==> config.mk <==
export PLATFORM = sky130hd
export DESIGN_NAME = wdt_window_flat
export DESIGN_NICKNAME = d
export VERILOG_FILES = /design/src/rtl/wdt_pkg.sv /design/src/rtl/wdt_window_if.sv /design/src/rtl/wdt_prescaler.sv /design/src/rtl/wdt_window.sv /design/src/flat_wrapper.sv
export SDC_FILE = /design/constraint.sdc
export NUM_CORES = 1
export LEC_CHECK = 0
export CAP_MARGIN = 20
export CORE_MARGIN = 5
export CORE_UTILIZATION = 40
export CTS_CLUSTER_DIAMETER = 30
export CTS_CLUSTER_SIZE = 8
export DETAILED_ROUTE_END_ITERATION = 6
export GPL_TIMING_DRIVEN = 0
export SLEW_MARGIN = 20
export SYNTH_ARGS = -nofsm -noshare
export SYNTH_HDL_FRONTEND = slang
export SYNTH_SLANG_ARGS = --single-unit
export TNS_END_PERCENT = 5
==> constraint.sdc <==
create_clock -name clk -period 7.6 [get_ports clk]
set_input_delay 1.52 -clock clk [delete_from_list [all_inputs] [get_ports clk]]
set_output_delay 1.52 -clock clk [all_outputs]
set_load 0.05 [all_outputs]
==> src/rtl/wdt_pkg.sv <==
//==============================================================================
// wdt_pkg : shared types and constants for the windowed watchdog
// Rev 1.0
//==============================================================================
`default_nettype none

package wdt_pkg;

    typedef enum logic [1:0] {
        DISABLED = 2'd0,
        RUNNING  = 2'd1,
        FIRING   = 2'd2
    } state_t;

    localparam logic [1:0] ADDR_KICK   = 2'd0;
    localparam logic [1:0] ADDR_WINDOW = 2'd1;
    localparam logic [1:0] ADDR_WARN   = 2'd2;
    localparam logic [1:0] ADDR_STATUS = 2'd3;

    localparam int STAT_RUNNING  = 0;
    localparam int STAT_FIRING   = 1;
    localparam int STAT_EXPIRED  = 2;
    localparam int STAT_EARLY    = 3;
    localparam int STAT_WARN_IRQ = 4;

endpackage

`default_nettype wire

==> src/rtl/wdt_window_if.sv <==
//==============================================================================
// wdt_window_if : register-slot bus plus reset/interrupt lines of the watchdog
// Rev 1.0
//==============================================================================
`default_nettype none

interface wdt_window_if #(
    parameter int CNT_W = 32
) ();

    logic             wr_en;
    logic [1:0]       addr;
    logic [CNT_W-1:0] wr_data;
    logic [CNT_W-1:0] rd_data;
    logic             warn_irq;
    logic             wdt_reset;

    modport master (
        output wr_en, addr, wr_data,
        input  rd_data, warn_irq, wdt_reset
    );

    modport slave (
        input  wr_en, addr, wr_data,
        output rd_data, warn_irq, wdt_reset
    );

endinterface

`default_nettype wire

==> src/rtl/wdt_prescaler.sv <==
//==============================================================================
// wdt_prescaler : DIV-cycle tick generator with enable and synchronous clear
// Rev 1.0
//==============================================================================
`default_nettype none

module wdt_prescaler #(
    parameter int DIV = 25
) (
    input  wire logic clk,
    input  wire logic rst_n,
    input  wire logic en,
    input  wire logic clr,
    output logic      tick
);

    localparam int C_W = $clog2(DIV);

    logic [C_W-1:0] r_cnt;

    assign tick = en && (r_cnt == C_W'(DIV - 1));

    always_ff @(posedge clk) begin
        if (!rst_n) begin
            r_cnt <= '0;
        end else if (clr) begin
            r_cnt <= '0;
        end else if (en) begin
            r_cnt <= tick ? '0 : r_cnt + C_W'(1);
        end
    end

endmodule

`default_nettype wire

==> src/rtl/wdt_window.sv <==
//==============================================================================
// wdt_window : windowed watchdog with early-warning irq and timed reset pulse
// Rev 1.0
//==============================================================================
`default_nettype none

module wdt_window
    import wdt_pkg::*;
#(
    parameter int CNT_W      = 32,
    parameter int DIV        = 25,
    parameter int RST_CYCLES = 16
) (
    input  wire logic   clk,
    input  wire logic   rst_n,
    wdt_window_if.slave bus
);

    localparam int FC_W = (RST_CYCLES > 1) ? $clog2(RST_CYCLES) : 1;

    state_t           r_state, w_state_nxt;
    logic [CNT_W-1:0] r_count, w_count_nxt;
    logic [CNT_W-1:0] r_load, w_load_nxt;
    logic [CNT_W-1:0] r_window, w_window_nxt;
    logic [CNT_W-1:0] r_warn, w_warn_nxt;
    logic             r_warn_irq, w_warn_irq_nxt;
    logic             r_expired, w_expired_nxt;
    logic             r_early, w_early_nxt;
    logic [FC_W-1:0]  r_fire_cnt, w_fire_cnt_nxt;

    logic             w_tick;
    logic             w_presc_clr;
    logic             w_kick;
    logic             w_window_ok;
    logic [CNT_W-1:0] w_elapsed;
    logic [CNT_W-1:0] w_count_dec;
    logic [CNT_W-1:0] w_status;

    wdt_prescaler #(
        .DIV (DIV)
    ) u_prescaler (
        .clk   (clk),
        .rst_n (rst_n),
        .en    (r_state == RUNNING),
        .clr   (w_presc_clr),
        .tick  (w_tick)
    );

    assign w_kick      = bus.wr_en && (bus.addr == ADDR_KICK) && (bus.wr_data != '0);
    // count <= load always holds, so this cannot underflow
    assign w_elapsed   = r_load - r_count;
    assign w_window_ok = (r_window == '0) || (w_elapsed >= r_window);
    assign w_count_dec = r_count - CNT_W'(1);

    always_ff @(posedge clk) begin
        if (!rst_n) begin
            r_state    <= DISABLED;
            r_count    <= '0;
            r_load     <= '0;
            r_window   <= '0;
            r_warn     <= '0;
            r_warn_irq <= 1'b0;
            r_expired  <= 1'b0;
            r_early    <= 1'b0;
            r_fire_cnt <= '0;
        end else begin
            r_state    <= w_state_nxt;
            r_count    <= w_count_nxt;
            r_load     <= w_load_nxt;
            r_window   <= w_window_nxt;
            r_warn     <= w_warn_nxt;
            r_warn_irq <= w_warn_irq_nxt;
            r_expired  <= w_expired_nxt;
            r_early    <= w_early_nxt;
            r_fire_cnt <= w_fire_cnt_nxt;
        end
    end

    always_comb begin
        w_state_nxt    = r_state;
        w_count_nxt    = r_count;
        w_load_nxt     = r_load;
        w_window_nxt   = r_window;
        w_warn_nxt     = r_warn;
        w_warn_irq_nxt = r_warn_irq;
        w_expired_nxt  = r_expired;
        w_early_nxt    = r_early;
        w_fire_cnt_nxt = '0;
        w_presc_clr    = 1'b0;

        case (r_state)
            DISABLED: begin
                if (bus.wr_en && bus.addr == ADDR_WINDOW) w_window_nxt = bus.wr_data;
                if (bus.wr_en && bus.addr == ADDR_WARN)   w_warn_nxt   = bus.wr_data;
                if (w_kick) begin
                    w_load_nxt  = bus.wr_data;
                    w_count_nxt = bus.wr_data;
                    w_presc_clr = 1'b1;
                    w_state_nxt = RUNNING;
                end
            end
            RUNNING: begin
                // a kick takes priority over a coincident tick, valid or early
                if (w_kick && w_window_ok) begin
                    w_load_nxt     = bus.wr_data;
                    w_count_nxt    = bus.wr_data;
                    w_presc_clr    = 1'b1;
                    w_warn_irq_nxt = 1'b0;
                end else if (w_kick) begin
                    w_early_nxt    = 1'b1;
                    w_warn_irq_nxt = 1'b0;
                    w_state_nxt    = FIRING;
                end else if (w_tick) begin
                    w_count_nxt = w_count_dec;
                    if (r_count == CNT_W'(1)) begin
                        w_expired_nxt  = 1'b1;
                        w_warn_irq_nxt = 1'b0;
                        w_state_nxt    = FIRING;
                    end else if (r_warn != '0 && w_count_dec == r_warn) begin
                        w_warn_irq_nxt = 1'b1;
                    end
                end
            end
            FIRING: begin
                if (r_fire_cnt == FC_W'(RST_CYCLES - 1)) begin
                    w_state_nxt = DISABLED;
                end else begin
                    w_fire_cnt_nxt = r_fire_cnt + FC_W'(1);
                end
            end
            default: begin
                w_state_nxt = DISABLED;
            end
        endcase
    end

    always_comb begin
        w_status                = '0;
        w_status[STAT_RUNNING]  = (r_state == RUNNING);
        w_status[STAT_FIRING]   = (r_state == FIRING);
        w_status[STAT_EXPIRED]  = r_expired;
        w_status[STAT_EARLY]    = r_early;
        w_status[STAT_WARN_IRQ] = r_warn_irq;
    end

    always_comb begin
        case (bus.addr)
            ADDR_KICK:   bus.rd_data = r_count;
            ADDR_WINDOW: bus.rd_data = r_window;
            ADDR_WARN:   bus.rd_data = r_warn;
            default:     bus.rd_data = w_status;
        endcase
    end

    assign bus.warn_irq  = r_warn_irq;
    assign bus.wdt_reset = (r_state == FIRING);

endmodule

`default_nettype wire

==> src/flat_wrapper.sv <==
// flat-port wrapper written by rule: the top's interface ports become plain ports
module wdt_window_flat import wdt_pkg::*;
#(
    parameter int CNT_W      = 32,
    parameter int DIV        = 25,
    parameter int RST_CYCLES = 16
)
  (clk, rst_n, bus_wr_en, bus_addr, bus_wr_data, bus_rd_data, bus_warn_irq, bus_wdt_reset);
  wdt_window_if #(.CNT_W(CNT_W)) bus_i ();
  input  wire logic clk;
  input  wire logic rst_n;
  input wire logic [$bits(bus_i.wr_en)-1:0] bus_wr_en;
  input wire logic [$bits(bus_i.addr)-1:0] bus_addr;
  input wire logic [$bits(bus_i.wr_data)-1:0] bus_wr_data;
  output wire logic [$bits(bus_i.rd_data)-1:0] bus_rd_data;
  output wire logic [$bits(bus_i.warn_irq)-1:0] bus_warn_irq;
  output wire logic [$bits(bus_i.wdt_reset)-1:0] bus_wdt_reset;
  assign bus_i.wr_en = bus_wr_en;
  assign bus_i.addr = bus_addr;
  assign bus_i.wr_data = bus_wr_data;
  assign bus_rd_data = bus_i.rd_data;
  assign bus_warn_irq = bus_i.warn_irq;
  assign bus_wdt_reset = bus_i.wdt_reset;
  wdt_window #(.CNT_W(CNT_W), .DIV(DIV), .RST_CYCLES(RST_CYCLES)) u_core (.clk(clk), .rst_n(rst_n), .bus(bus_i));
endmodule
# [Word level (Yosys, flattened, before mapping)]
# Cells that the tools add are included.
[classes] n_addsub=4 magnitude_cmp=1 n_eq_ne=16 mux=24 bitwise=4 reduce_logical=26
[ops] operator="2-to-1 mux 32 bit" n=5
[ops] operator="one-hot mux 32 bit (2 select lines)" n=2
[ops] operator="one-hot mux 32 bit (3 select lines)" n=1
[ops] operator="nonzero test 32 bit" n=2
[ops] operator="== test 32 x 1 -> 1 bit (second input constant)" n=1
[ops] operator="== test 32 bit" n=1
[ops] operator="greater-or-equal comparator 32 bit" n=1
[ops] operator="zero test 32 bit" n=1
[ops] operator="subtractor 32 x 1 -> 32 bit (second input constant)" n=1
[ops] operator="subtractor 32 bit" n=1
[ops] operator="2-to-1 mux 2 bit" n=6
[ops] operator="AND reduction 5 bit" n=2
[ops] operator="!= test 3 x 1 -> 1 bit (second input constant)" n=3
[ops] operator="AND reduction 3 bit" n=3
[ops] operator="logical AND 1 bit" n=7
[ops] operator="2-to-1 mux 1 bit" n=7
[ops] operator="!= test 2 x 1 -> 1 bit (second input constant)" n=3
[ops] operator="one-hot mux 2 bit (3 select lines)" n=1
[ops] operator="adder 5 x 1 -> 5 bit (second input constant)" n=1
[ops] operator="== test 5 bit (second input constant)" n=1
[ops] operator="2-to-1 mux 5 bit" n=1
[ops] operator="adder 4 x 1 -> 4 bit (second input constant)" n=1
[ops] operator="== test 2 x 1 -> 1 bit (second input constant)" n=2
[ops] operator="== test 2 bit (second input constant)" n=2
[ops] operator="14 further kinds" n=19
[totals] register_bits=142 output_inout_bits=34

# [Depth between registers and ports, before layout]
# Gate-level depths: netlist of the first run.
[depth] depth_word=8 mapped_depth=27

# [Hierarchy]
# Synthesis of the first run repeated with hierarchy kept, for this count alone.
[hier_totals] cells_unflattened=1329 area_unflattened_um2=10312.4
[modules_own_cells] module="wdt_window" instances=1 cells_per_inst=1300 area_each_um2=10049.6 seq_area_each_um2=2742.6
[modules_own_cells] module="wdt_prescaler" instances=1 cells_per_inst=29 area_each_um2=262.8 seq_area_each_um2=100.1

# [Least setup slack after synthesis of the first run]
# Ideal clock, no wire load.
[synth_path] path_kind="input to output" start="input port bus_addr[1]" end="output port bus_rd_data[10]" arrival_time_ps=4043 required_time_ps=6080 slack_ps=2037 stages=5 path_buffers=3 cell_sequence="clkbuf_1 > buf_1 > clkbuf_1 > mux2i_1 > o21ai_0"
[synth_between] elab_chain_len=2 elab_cells_between_ends=4 classes_between="eq/ne (2); mux (1); reduce/logical (1)"
[synth_rtl] element="from (decl)" line_no="flat_wrapper.sv:13" rtl="input wire logic [$bits(bus_i.addr)-1:0] bus_addr;"
[synth_rtl] element="== test 2 bit (tied with other cells)" line_no="wdt_window.sv:147" rtl="case (bus.addr)"
[synth_rtl] element="one-hot mux 32 bit (3 select lines) *" line_no="wdt_window.sv:147"
[synth_rtl] element="to (decl)" line_no="flat_wrapper.sv:15" rtl="output wire logic [$bits(bus_i.rd_data)-1:0] bus_rd_data;"
# Every way passes the cells marked *; elsewhere a longest branch is shown, timed or not.

# [Worst setup path after layout of the first run]
[layout_path] start="register u_core.r_count[0]" end="register u_core.r_count[14]"
[layout_between] elab_chain_len=6 elab_cells_between_ends=12 classes_between="add/sub (2); order compare (1); eq/ne (2); mux (4); reduce/logical (3)"
[layout_rtl] element="from (decl)" line_no="wdt_window.sv:22" rtl="logic [CNT_W-1:0] r_count, w_count_nxt;"
[layout_rtl] element="from (signal assigned)" line_no="wdt_window.sv:68" rtl="r_count <= w_count_nxt;"
[layout_rtl] element="subtractor 32 bit" line_no="wdt_window.sv:51" rtl="assign w_elapsed = r_load - r_count;"
[layout_rtl] element="greater-or-equal comparator 32 bit" line_no="wdt_window.sv:52" rtl="assign w_window_ok = (r_window == '0) || (w_elapsed >= r_window);"
[layout_rtl] element="logical OR 1 bit" line_no="wdt_window.sv:52"
[layout_rtl] element="logical AND 1 bit" line_no="wdt_window.sv:104" rtl="if (w_kick && w_window_ok) begin"
[layout_rtl] element="!= test 3 bit (no source line) (tied with other cells)"
[layout_rtl] element="AND reduction 4 bit (no source line) or one-hot mux 32 bit (2 select lines) (tied branches)"
# Parallel ways exist; a longest one is shown, timed or not. The select of a mux whose other input is x is not followed.
# A chain may end at the register's enable or synchronous reset.

==> metrics.cfg, run 1 <==
[power_and_ir_drop]
vdd.ir_drop.worst_mv = 0.113
power.density_nw_per_um2 = 212
power.share.clock = 0.342
p_comb_frac = 0.336
switchingPower_mw = 0.899
leakagePower_nw = 4.56
p_int_mw = 1.59
power_frac_seq = 0.322
switching_share = 0.361

[critical_path]
critPathMaxStageDelay_ns = 0.82
end_kind = register
startpoint_type = register
critical_path.top_delay_family = compound AO/OA/AOI/OAI gates
crit_type = reg2reg
cp_slowest_cell = buf_1
worstPathArrival_ns = 7.80
critPathBufInv = 2
worstPathRequired_ns = 7.93
crit_path_cell_trace = ha_1 > inv_1 > fa_1 > a211o_1 > a2111oi_1 > o31ai_1 > nand3_1 > a21boi_1 > a221oi_2 > o211a_1 > o21bai_1 > a21oi_1 > xnor2_1 > ha_1 > nor2b_1 > o21ai_0 > o21ai_0 > nor3_1 > o21ai_2 > a21oi_4 > buf_1 > mux2i_1 > nor2_1 > o21a_1
cp_max_fo = 10

[floorplanning]
fp.dieH_um = 168
coreArea_sq_um = 25000
std_cell_rows = 58
start_util = 0.402
die_width_um = 168
ios = 71
fp.dieArea_sq_um = 28400

[detailed_routing]
vias = 9974
wl_met3_um = 2610
finalWirelength_um = 35800
top_layer_used = met4
wl_per_cell_um = 20.3
drtIter0Drc = 1082
wl_met2_um = 15800
wl_met1_um = 16600
drc = 0
viasPerCell = 5.64
drtPass1Iterations = 5
antenna_left = 0

[global_route]
first_global_vias = 9487
antenna_found_initial = 0
grt_pass1_wl_um = 55400
grt_max_degree = 17
track_usage = 0.250
grt-ovfl-total = 0

[logic_synthesis]
synth.avg_cell_area_sq_um = 7.51
yosys_register_bits = 142
syn_inst = 1337
syn_area_sq_um = 10000
async_reset_ff_frac = 0
synth_nets = 1443
synth-seq-area-share = 0.283
ys.flop_type = dfxtp_1
yosysWarnings = 0
synth_edf_count = 0
ys_types = 60

[sta]
fmax_mhz = 134
tightest_slew_ns = 1.03
tns_ns = 0
max-slew-margin-rel = 0.311
finalHoldViolCount = 0
fin_crit_sh = 0.983
timing.final.crit_period_ns = 7.47
setup_viol = 0
rsz0062_at_grt = false
slew_viol_final = 0
skew_ns = 0.0120

[job]
max-cap-violations = 0

[final_layout]
layout.nets = 1531
antennaDiodeCount = 0
areaGrowthSynthToFinish_pct = 17.0
drive_gt1_frac = 0.0535
fillers = 2577
fin_util = 0.471

[cts]
clock-root-buffer = clkbuf_16
insertion_delay_ns = 0.44
clock_path_buffers = 2
numCtsBuffers = 17
htreeDepth = 4
clock_sinks = 142
path_clk_slew_ns = 0.06
cts_tree = done

[placed_design]
port_buffers = 69
place_congestion = 0.958
hpwl_um = 27400

[outcome]
status = finished clean

[hold_path]
hold_class = reg2reg

-- layer usage --
layer,track usage,up-vias
li1,-,4842
met1,0.347,4704
met2,0.388,375
met3,0.0542,53
met4,0.0766,0
met5,0,-
-- sequential cells by signal, summed over array words and instances (netlist names) --
name	flops
u_core.r_state	2
u_core.u_prescaler.r_cnt	5
u_core.bus.warn_irq	1
u_core.r_expired	1
u_core.r_early	1
u_core.r_count	32
u_core.r_load	32
u_core.r_fire_cnt	4
u_core.r_warn	32
u_core.r_window	32
-- cell usage after synthesis, drive strengths merged, types with 4 or more instances --
cell type,n,share of area
a211oi,8,0.0060
a21o,21,0.016
a21oi,143,0.071
a31oi,8,0.0050
a41oi,5,0.0044
and2,8,0.0050
and3,13,0.0081
buf,10,0.0059
clkbuf,62,0.023
dfxtp,142,0.28
ha,68,0.085
inv,77,0.029
mux2,10,0.011
mux2i,68,0.068
mux4,5,0.011
nand2,230,0.086
nand2b,10,0.0062
nand3,27,0.013
nand4,22,0.015
nor2,111,0.042
nor2b,18,0.011
nor3,18,0.011
nor4,30,0.019
o211ai,10,0.0075
o21a,22,0.016
o21ai,69,0.034
o21bai,4,0.0030
o221a,4,0.0045
or3,5,0.0031
xnor2,57,0.050
xor2,21,0.018
-- worst reg2reg max path, stage by stage (launching register included) --
cell	delay, ns
dfxtp_1	0.49
ha_1	0.24
inv_1	0.06
fa_1	0.43
a211o_1	0.33
a2111oi_1	0.79
o31ai_1	0.38
nand3_1	0.23
a21boi_1	0.15
a221oi_2	0.47
o211a_1	0.24
o21bai_1	0.08
a21oi_1	0.17
xnor2_1	0.14
ha_1	0.26
nor2b_1	0.13
o21ai_0	0.15
o21ai_0	0.11
nor3_1	0.47
o21ai_2	0.29
a21oi_4	0.39
buf_1	0.82
mux2i_1	0.28
nor2_1	0.06
o21a_1	0.21
-- placed cells by master, fill, tap and decap left out, types with 4 or more instances in the layout --
master / netlist / layout
nand2_1: 230 / 230
a21oi_1: 143 / 142
dfxtp_1: 142 / 142
nor2_1: 110 / 110
inv_1: 76 / 76
clkdlybuf4s50_1: 0 / 69
mux2i_1: 68 / 68
ha_1: 68 / 68
o21ai_0: 68 / 67
clkbuf_1: 62 / 60
xnor2_1: 56 / 56
nor4_1: 30 / 30
nand3_1: 27 / 27
o21a_1: 22 / 22
a21o_1: 21 / 21
xor2_1: 21 / 21
nand4_1: 21 / 21
nor2b_1: 18 / 18
clkbuf_16: 0 / 17
nor3_1: 14 / 14
and3_1: 13 / 13
nand2b_1: 10 / 10
o211ai_1: 10 / 10
mux2_2: 10 / 10
a211oi_1: 8 / 8
a31oi_1: 8 / 8
and2_1: 8 / 8
buf_2: 5 / 5
mux4_2: 5 / 5
a41oi_1: 5 / 5
or3_1: 5 / 5
o21bai_1: 4 / 4
o221a_2: 4 / 4
clkbuf_2: 0 / 4
nor3_2: 4 / 4
clkinv_2: 0 / 4
clkinvlp_4: 0 / 4
-- cell type report --
type,instances,area [sq um],area share
multi-input combinational,1046,6640,0.565
sequential,142,2840,0.242
timing repair buffer,69,691,0.0588
clock buffer,18,429,0.0365
tap,330,413,0.0352
buffer,72,297,0.0252
inverter,77,289,0.0246
clock inverter,14,145,0.0124
-- timing repair --
item                       CTS  global route
hold buffers                 0             0
cloned                       0             0
buffers inserted             0             0
setup endpoints to repair   54            66
pin swaps                    0             0
resized for setup            5             9
-- stage by stage --
step                      instances  worst slack [ns]  power (mW)  hold slack [ns]  instance area, sq um
final                          1768             0.131        2.49            0.453                 11700
after global routing           1768           0.00149        2.61            0.492                 11700
after CTS                      1768             0.101        2.48            0.451                 11700
after detailed placement       1736            -0.712        1.63            0.442                 11100
after global placement         1736            -0.809        1.62            0.439                 11100
after floorplan                1337              2.04        1.39            0.418                 10000
-- final timing paths --
kind                              from              endpoint  slack [ns]  depth (start not counted)
setup / recovery     u_core.r_count[0]    u_core.r_count[14]        0.13                         24
setup reg to reg     u_core.r_count[0]    u_core.r_count[14]        0.13                         24
hold / removal    u_core.r_fire_cnt[0]  u_core.r_fire_cnt[0]        0.45                          1
hold reg to reg   u_core.r_fire_cnt[0]  u_core.r_fire_cnt[0]        0.45                          1
-- power groups by stage --
stage	combinational [mW]	clock (mW)	sequential (mW)
after floorplan	0.583	0	0.806
after global placement	0.805	0	0.816
after detailed placement	0.814	0	0.816
after CTS	0.824	0.852	0.800
after global routing	0.920	0.882	0.804
final	0.837	0.850	0.801
-- cells by family (layout without fill, tap and decap cells) --
| family | count (synthesis) | after routing | synth area share |
|---|---|---|---|
| adders and majority gates | 69 | 69 | 0.0868 |
| xor gates and xnor gates | 78 | 78 | 0.0688 |
| buffers and inverters | 149 | 250 | 0.0578 |
| DFF | 142 | 142 | 0.283 |
| and+or+nand+nor | 503 | 503 | 0.229 |
| muxes | 83 | 83 | 0.0903 |
| AOI/OAI and AO/OA | 313 | 313 | 0.185 |
Note: power is estimated with default switching activity, not from simulation.
==> run 2: changes to the inputs <==
- CTS_BUF_LIST: not set -> sky130_fd_sc_hd__clkbuf_2
- CTS_CLUSTER_DIAMETER: 30 -> 200
- SLEW_MARGIN: 20 -> not set
==> metrics.cfg, run 2 (same netlist as run 1, synthesis figures left out) <==
[outcome]
status = finished clean

[final_layout]
final_cell_mix = nand2_1 (230), a21oi_1 (142), dfxtp_1 (142)
drive_gt1_frac = 0.0549  ; +0.00135
areaGrowthSynthToFinish_pct = 13.8
fillers = 2616  ; +1.5%
mostFrequentLayoutCell = nand2_1
layout.nets = 1532  ; +0.065%

[cts]
numCtsBuffers = 17  ; unchanged
path_clk_slew_ns = 0.23  ; +0.17 ns
cts_tree = done
clock_sinks = 142  ; unchanged
clock_path_buffers = 2  ; unchanged
htreeDepth = 4  ; unchanged
insertion_delay_ns = 0.80  ; +0.36 ns
cts_setup_buffers = 0  ; unchanged
cts_hold_buf = 0  ; unchanged
clock-root-buffer = clkbuf_2

[sta]
worst_hold_slack_ns = 0.470  ; +0.0179 ns
finalHoldViolCount = 0  ; unchanged
fmax_mhz = 135  ; +1.1%
fin_crit_sh = 0.972  ; -0.0107
slew_viol_final = 0  ; unchanged
max-slew-margin-rel = 0.393  ; +0.0826
skew_ns = 0.0550  ; +0.0430 ns
tightest_slew_ns = 0.902  ; -0.132 ns
setup_viol = 0  ; unchanged
rsz0062_at_grt = true
timing.final.crit_period_ns = 7.39  ; -0.0811 ns

[critical_path]
worstPathRequired_ns = 8.26  ; +0.33 ns
crit_type = reg2reg
worstPathArrival_ns = 8.05  ; +0.25 ns
end_kind = register
startpoint_type = register
cp_max_fo = 10  ; unchanged

[global_route]
grt_pass1_wl_um = 55300  ; -0.17%
antenna_found_initial = 2  ; +2
grt-ovfl-total = 0  ; unchanged
grt_max_degree = 17  ; unchanged
first_global_vias = 9460  ; -0.28%
track_usage = 0.249  ; -0.00123

[floorplanning]
start_util = 0.402  ; unchanged
coreArea_sq_um = 25000  ; unchanged
die_width_um = 168  ; unchanged
std_cell_rows = 58  ; unchanged
fp.dieArea_sq_um = 28400  ; unchanged
fp.dieH_um = 168  ; unchanged
ios = 71  ; unchanged

[power_and_ir_drop]
power.total_mw = 2.12  ; -15%
p_int_mw = 1.26  ; -21%
power_frac_seq = 0.380  ; +0.058
leakagePower_nw = 4.43  ; -2.9%
switching_share = 0.404  ; +0.0431
power.share.clock = 0.226  ; -0.116
switchingPower_mw = 0.856  ; -4.8%
p_comb_frac = 0.394  ; +0.058
vdd.ir_drop.worst_mv = 0.0784  ; -31%
power.density_nw_per_um2 = 185  ; -12%

[hold_path]
hold_class = reg2reg

[detailed_routing]
wl_per_cell_um = 20.1  ; -0.60%
antenna_left = 0  ; unchanged
drtPass1Iterations = 7  ; +2
vias = 9979  ; +0.050%
drtIter0Drc = 1095  ; +1.2%
drc = 0  ; unchanged
viasPerCell = 5.63  ; -0.12%
finalWirelength_um = 35700  ; -0.43%

[placed_design]
hpwl_um = 27400  ; unchanged
place_congestion = 0.958  ; unchanged
port_buffers = 69  ; unchanged

[job]
max-cap-violations = 0  ; unchanged

## run 2: cell type report
cell class,count,area [sq um],share of cell area
flip-flops and latches,142,2840,0.249
well taps,330,413,0.0362
clock buffers,18,90.1,0.00789
plain buffers,72,298,0.0261
inverters,77,289,0.0253
diodes,2,5.00,0.000438
clock inverters,14,145,0.0127
multi-input cells,1046,6640,0.581
repair buffers,70,698,0.0612
## run 2: per-stage QoR
stage	std cells	TNS, ns	area [sq um]	setup slack, ns	utilization
floorplan	1337	0	10000	2.04	-
global placement	1736	-22.59	11100	-0.809	0.446
detailed placement	1736	-19.18	11100	-0.712	0.446
CTS	1768	0	11400	0.0717	0.456
global route	1771	-0.00591	11400	-0.00591	0.457
finish	1771	0	11400	0.212	0.457
## run 2: what timing repair did
item / 4_1_cts / 5_1_grt
endpoints found under the setup margin: 62 / 66
pin swaps: 0 / 0
resized for setup: 5 / 11
## run 2: metal layers
layer / GRT usage / share of wire
met1: 0.355 / 0.47
met3: 0.0432 / 0.066
met4: 0.0692 / 0.021
met2: 0.386 / 0.44
met5: 0 / 0.00036
## run 2: critical path, cell delays in order (launching register included)
cell	delay (ns)
dfxtp_1	0.54
ha_1	0.24
inv_1	0.06
fa_1	0.43
a211o_1	0.33
a2111oi_1	0.80
o31ai_1	0.38
nand3_1	0.24
a21boi_1	0.16
a221oi_2	0.47
o211a_1	0.24
o21bai_1	0.08
a21oi_1	0.17
xnor2_1	0.14
ha_1	0.26
nor2b_1	0.13
o21ai_0	0.15
o21ai_0	0.11
nor3_1	0.45
o21ai_2	0.27
a21oi_4	0.38
clkbuf_1	0.53
clkbuf_2	0.40
nand2_1	0.10
o211ai_1	0.11
a21oi_1	0.09
## run 2: worst paths after layout
check | startpoint | endpoint | slack [ns] | cells past startpoint
max | u_core.r_count[0] | u_core.r_count[29] | 0.21 | 25
min | u_core.r_fire_cnt[0] | u_core.r_fire_cnt[0] | 0.47 | 1
max reg2reg | u_core.r_count[0] | u_core.r_count[29] | 0.21 | 25
min reg2reg | u_core.r_fire_cnt[0] | u_core.r_fire_cnt[0] | 0.47 | 1
## run 2: power by group through the flow
stage                     logic, mW  registers [mW]  clock network [mW]
after floorplan               0.583           0.806                   0
after global placement        0.805           0.816                   0
after detailed placement      0.814           0.816                   0
after CTS                     0.824           0.802               0.482
after global routing          0.919           0.807               0.512
final                         0.835           0.803               0.478
